### src/rtl/fpmul_rr_sched.sv
// fpmul_rr_sched: round-robin scheduler that shares one multi-cycle FP
// multiplier core between NREQ requesters. It picks a winner, freezes its
// operands, walks the core through clear/load/run, and returns the product
// tagged with the winner's ID.
module fpmul_rr_sched #(
    parameter int NREQ     = 4,
    parameter int IDW      = 2,
    parameter int LOAD_CYC = 2,
    parameter int MUL_LAT  = 28
) (
    input  logic                i_clk,
    input  logic                i_rst,
    input  logic [NREQ-1:0]     i_req,
    input  logic [32*NREQ-1:0]  i_a,
    input  logic [32*NREQ-1:0]  i_b,
    output logic [NREQ-1:0]     o_gnt,
    output logic                o_mul_clr,
    output logic                o_mul_load,
    output logic [31:0]         o_mul_a,
    output logic [31:0]         o_mul_b,
    input  logic [31:0]         i_mul_res,
    output logic [31:0]         o_res,
    output logic                o_res_valid,
    output logic [IDW-1:0]      o_res_id,
    output logic                o_busy
);

    localparam int CMAX = (LOAD_CYC > MUL_LAT) ? LOAD_CYC : MUL_LAT;
    localparam int CW   = $clog2(CMAX + 1);

    typedef enum logic [2:0] {
        S_IDLE,
        S_CLR,
        S_LOAD,
        S_RUN,
        S_DONE
    } state_t;

    state_t           r_state;
    logic [IDW-1:0]   r_ptr;
    logic [IDW-1:0]   r_id;
    logic [CW-1:0]    r_cnt;

    logic [IDW-1:0]   w_sel;
    logic             w_any;
    logic [IDW-1:0]   w_ptrNext;
    logic [31:0]      w_opA;
    logic [31:0]      w_opB;

    // (base + off) mod NREQ, valid for off in 0..NREQ-1
    function automatic logic [IDW-1:0] wrapIdx(input logic [IDW-1:0] base, input int off);
        int s;
        s = int'(base) + off;
        if (s >= NREQ) begin
            s = s - NREQ;
        end
        return IDW'(s);
    endfunction

    // Round-robin pick: scan from the pointer upward; descending loop so the
    // smallest offset from the pointer is the last (winning) assignment.
    always_comb begin
        w_sel = '0;
        w_any = 1'b0;
        for (int i = NREQ - 1; i >= 0; i--) begin
            if (i_req[wrapIdx(r_ptr, i)]) begin
                w_sel = wrapIdx(r_ptr, i);
                w_any = 1'b1;
            end
        end
    end

    assign w_ptrNext = wrapIdx(r_id, 1);
    assign w_opA     = i_a[{w_sel, 5'b0} +: 32];
    assign w_opB     = i_b[{w_sel, 5'b0} +: 32];

    // Scheduler FSM; every output is a register updated on the way into a state.
    always_ff @(posedge i_clk) begin
        if (i_rst) begin
            r_state     <= S_IDLE;
            r_ptr       <= '0;
            r_id        <= '0;
            r_cnt       <= '0;
            o_gnt       <= '0;
            o_mul_clr   <= 1'b1;
            o_mul_load  <= 1'b0;
            o_mul_a     <= '0;
            o_mul_b     <= '0;
            o_res       <= '0;
            o_res_valid <= 1'b0;
            o_res_id    <= '0;
            o_busy      <= 1'b0;
        end else begin
            o_gnt       <= '0;
            o_res_valid <= 1'b0;
            case (r_state)
                S_IDLE: begin
                    o_mul_clr  <= 1'b0;
                    o_mul_load <= 1'b0;
                    if (w_any) begin
                        o_gnt     <= NREQ'(1) << w_sel;
                        o_mul_a   <= w_opA;
                        o_mul_b   <= w_opB;
                        r_id      <= w_sel;
                        o_mul_clr <= 1'b1;
                        o_busy    <= 1'b1;
                        r_state   <= S_CLR;
                    end else begin
                        o_busy <= 1'b0;
                    end
                end
                S_CLR: begin
                    o_mul_clr  <= 1'b0;
                    o_mul_load <= 1'b1;
                    r_cnt      <= CW'(LOAD_CYC - 1);
                    r_state    <= S_LOAD;
                end
                S_LOAD: begin
                    if (r_cnt == '0) begin
                        o_mul_load <= 1'b0;
                        r_cnt      <= CW'(MUL_LAT - 1);
                        r_state    <= S_RUN;
                    end else begin
                        r_cnt <= r_cnt - CW'(1);
                    end
                end
                S_RUN: begin
                    if (r_cnt == '0) begin
                        r_state <= S_DONE;
                    end else begin
                        r_cnt <= r_cnt - CW'(1);
                    end
                end
                S_DONE: begin
                    o_res       <= i_mul_res;
                    o_res_id    <= r_id;
                    o_res_valid <= 1'b1;
                    r_ptr       <= w_ptrNext;
                    o_busy      <= 1'b0;
                    r_state     <= S_IDLE;
                end
                default: begin
                    o_busy  <= 1'b0;
                    r_state <= S_IDLE;
                end
            endcase
        end
    end

endmodule

### config.mk
export PLATFORM = sky130hd
export DESIGN_NAME = fpmul_rr_sched
export DESIGN_NICKNAME = d
export VERILOG_FILES = /design/src/rtl/fpmul_rr_sched.sv
export SDC_FILE = /design/constraint.sdc
export NUM_CORES = 1
export LEC_CHECK = 0
export CAP_MARGIN = 20
export CORE_AREA = 2 2 153 155
export CTS_BUF_LIST = sky130_fd_sc_hd__clkbuf_8
export DETAILED_ROUTE_END_ITERATION = 16
export DIE_AREA = 0 0 155 157
export SLEW_MARGIN = 0
export SYNTH_ARGS = -nofsm -noshare
export SYNTH_HDL_FRONTEND = slang
export SYNTH_SLANG_ARGS = --single-unit
### constraint.sdc
create_clock -name i_clk -period 2.4 [get_ports i_clk]
set_input_delay 0.48 -clock i_clk [delete_from_list [all_inputs] [get_ports i_clk]]
set_output_delay 0.48 -clock i_clk [all_outputs]
set_load 0.05 [all_outputs]
==> metrics.txt <==
post-placement cell count=~1,400; buffer levels on the longest clock path=2; vias in the first global route=6,554; Crit Path Max Fanout=17; GR Overflow Total=0; Rows=55; final setup vio count=0; Hold Path Class=register to register; largest net degree at the start of global routing=51; area grow syn2layout=85.0%; clock root buffer=clkbuf_8; Arr. time, crit path=roughly 2.6 ns; # H-tree levels=4; relative slew slack=0.611; die area=24,300 µm²; Mapped Cells=756; initial antenna violation count=1; Post-DP HPWL=18,300 µm; top_reg_cell synth=dfxtp_1; Post-Syn Area=~5800 µm²; f_max=0.444 GHz; vias per inst=around 4.8; Placement Setup Slack=-0.378 ns; met2 wire len=12,300 µm; 1st-iter DRT viols=~480; Worst Slack Setup Final=0.148 ns; I/O pins=400; Fin Clk Skew=between 0.009 and 0.01 ns; syn_area_per_cell=about 7.7 µm²; met3 routed WL=2220 µm; synthesized flop and latch total=118; Final nets=1,446; Sequential Area=2360 µm²; Max-Cap Viols=0; vias=6,931; Final Cell Area=approximately 11,000 µm²; Setup crit start kind=primary input; max-slew violation count=0; CP required=2.76 ns; CTS Buf Count=17; die width=155 µm; GP Congestion=0.846; mean routed wirelength per cell=~17 µm; first-pass GRT wire length=36,600 µm; Area after DPL=10,300 µm²; Global Route Usage Sum=0.191; RSZ-0062 raised after global routing=false; Post-CTS Setup Inserts=0; pwr/cell area=749 nW/µm²; fraction of registers with async set/reset=0; area of the multi-input gates=3080 µm²; total iterations of the first detailed-routing run=6; Distinct cells, synth=45; fillers=2,193; WL met1=around 10000 µm; core area=around 23,000 µm²; CTS sink cnt=118; initial core utilization=0.258; Fin Hold WS=0.455 ns; non-filler instance count after layout=1,450; sequential area share after synthesis=0.406; number of port buffers=399; Final min period=2.25 ns; DRC viols=0; Ys Warns=0; VDD IR max=roughly 0.36 mV; Die H=157 µm; critical path type=primary input to register; final hold vios=0; share of layout cells above drive strength 1=0.0842; number of synthesized flops with an enable pin=0; remaining antenna violation count after routing=0; final worst path period share=0.938; Worst Setup End Kind=register; clock-pin slew on the worst setup and hold paths=0.08 ns; Routed WL=24,800 µm; top layer in use=met4; Mapped Nets=1,051; status=complete, no violations; Clock Latency Late Sink=0.43 ns; Slew @ Worst Pin=0.582 ns; Lkg Pwr=about 0.0041 µW; TNS Setup=0 ns; CTS tree=yes
## area by class of cell
| class | instances | area share |
|---|---|---|
| Timing Repair Buffer | 443 | 0.418 |
| Multi-Input combinational cell | 566 | 0.287 |
| Sequential cell | 118 | 0.220 |
| Tap cell | 285 | 0.0331 |
| Clock buffer | 20 | 0.0256 |
| Clock inverter | 12 | 0.0154 |
| Inverter | 5 | 0.00174 |
| Antenna cell | 1 | 0.000233 |
## registers in the layout, summed over array words and instances, names as in the netlist
name and flops:
o_mul_a 32, o_mul_b 32, o_res 32, r_cnt 5, o_gnt 4, r_state 3, o_res_id 2, r_id 2
r_ptr 2, o_busy 1, o_mul_clr 1, o_mul_load 1, o_res_valid 1
## synthesized netlist by cell type, drive strengths merged (2+ instances only)
library cell / count / area, µm²
mux2i: 11 / 110
a222oi: 11 / 110
dfxtp: 118 / 2360
o21ai: 19 / 95.1
o211ai: 12 / 135
nand2b: 2 / 20.0
a21oi: 85 / 437
xor2: 2 / 17.5
a32o: 41 / 410
clkbuf: 27 / 101
and2b: 2 / 15.0
inv: 5 / 18.8
nor2: 23 / 93.8
o22ai: 2 / 12.5
nor3: 9 / 56.3
buf: 40 / 277
nand2: 257 / 965
a211oi: 3 / 22.5
nor4: 2 / 12.5
or3: 2 / 12.5
nand3: 43 / 215
a22oi: 25 / 188
and2: 2 / 12.5
## cells by family (layout without fill, tap and decap cells)
group           Yosys count  after routing  share of synthesized area
other cells               0              1                          0
mux                      11             11                     0.0189
flops                   118            118                      0.406
simple gates            347            347                      0.247
buf+inv                  72            480                     0.0682
xor+xnor                  3              3                    0.00452
compound gates          204            204                      0.252
fa+ha+maj                 1              1                    0.00215
## path summary, 6_finish.rpt
kind | start | to | slack [ns] | cells after the start
setup / recovery | i_req[3] | o_mul_b[9]$_SDFFE_PP0P_ | 0.15 | 9
hold / removal | o_res[14]$_SDFFE_PP0P_ | o_res[14]$_SDFFE_PP0P_ | 0.45 | 2
setup reg to reg | r_state[0]$_SDFFE_PP0P_ | o_mul_b[9]$_SDFFE_PP0P_ | 0.33 | 7
hold reg to reg | o_res[14]$_SDFFE_PP0P_ | o_res[14]$_SDFFE_PP0P_ | 0.45 | 2
## critical path, cell delays in order
cell and delay [ns]:
clkdlybuf4s50_1 0.52, nor4_1 0.08, buf_4 0.14, nand2b_4 0.13, or3_1 0.41, a21oi_4 0.44
buf_4 0.24, a22oi_1 0.10, o211ai_2 0.07
## power by group
group          switching (µW)  internal, µW  leakage, µW
Combinational            2050          1490      0.00287
Sequential                197          2290     0.000966
Clock                     902          1130     0.000224
Total                    3150          4910      0.00407
## timing repair
item,CTS,global route
hold endpoints to repair,0,0
hold buffers,0,0
gates resized for setup,0,1
endpoints found under the setup margin,0,20
## metrics by stage
stage	power, µW	utilization
floorplan	4580	-
global placement	6080	0.458
detailed placement	6090	0.458
CTS	8170	0.478
global route	8480	0.478
finish	8060	0.478
## metal layers
layer,track usage,vias up
met5,0,-
met4,0.0459,0
met3,0.0694,21
met2,0.338,286
met1,0.221,3167
li1,-,3457
## placed cells by master, fill, tap and decap left out, drive strengths merged, types with 9 or more instances in the layout
cell / instances
a21oi: 85
a222oi: 11
a22oi: 25
a32o: 41
buf: 45
clkbuf: 20
clkdlybuf4s50: 398
dfxtp: 118
mux2i: 11
nand2: 257
nand3: 43
nor2: 23
nor3: 9
o211ai: 12
o21ai: 19
Power figures use the tool's default switching activity.
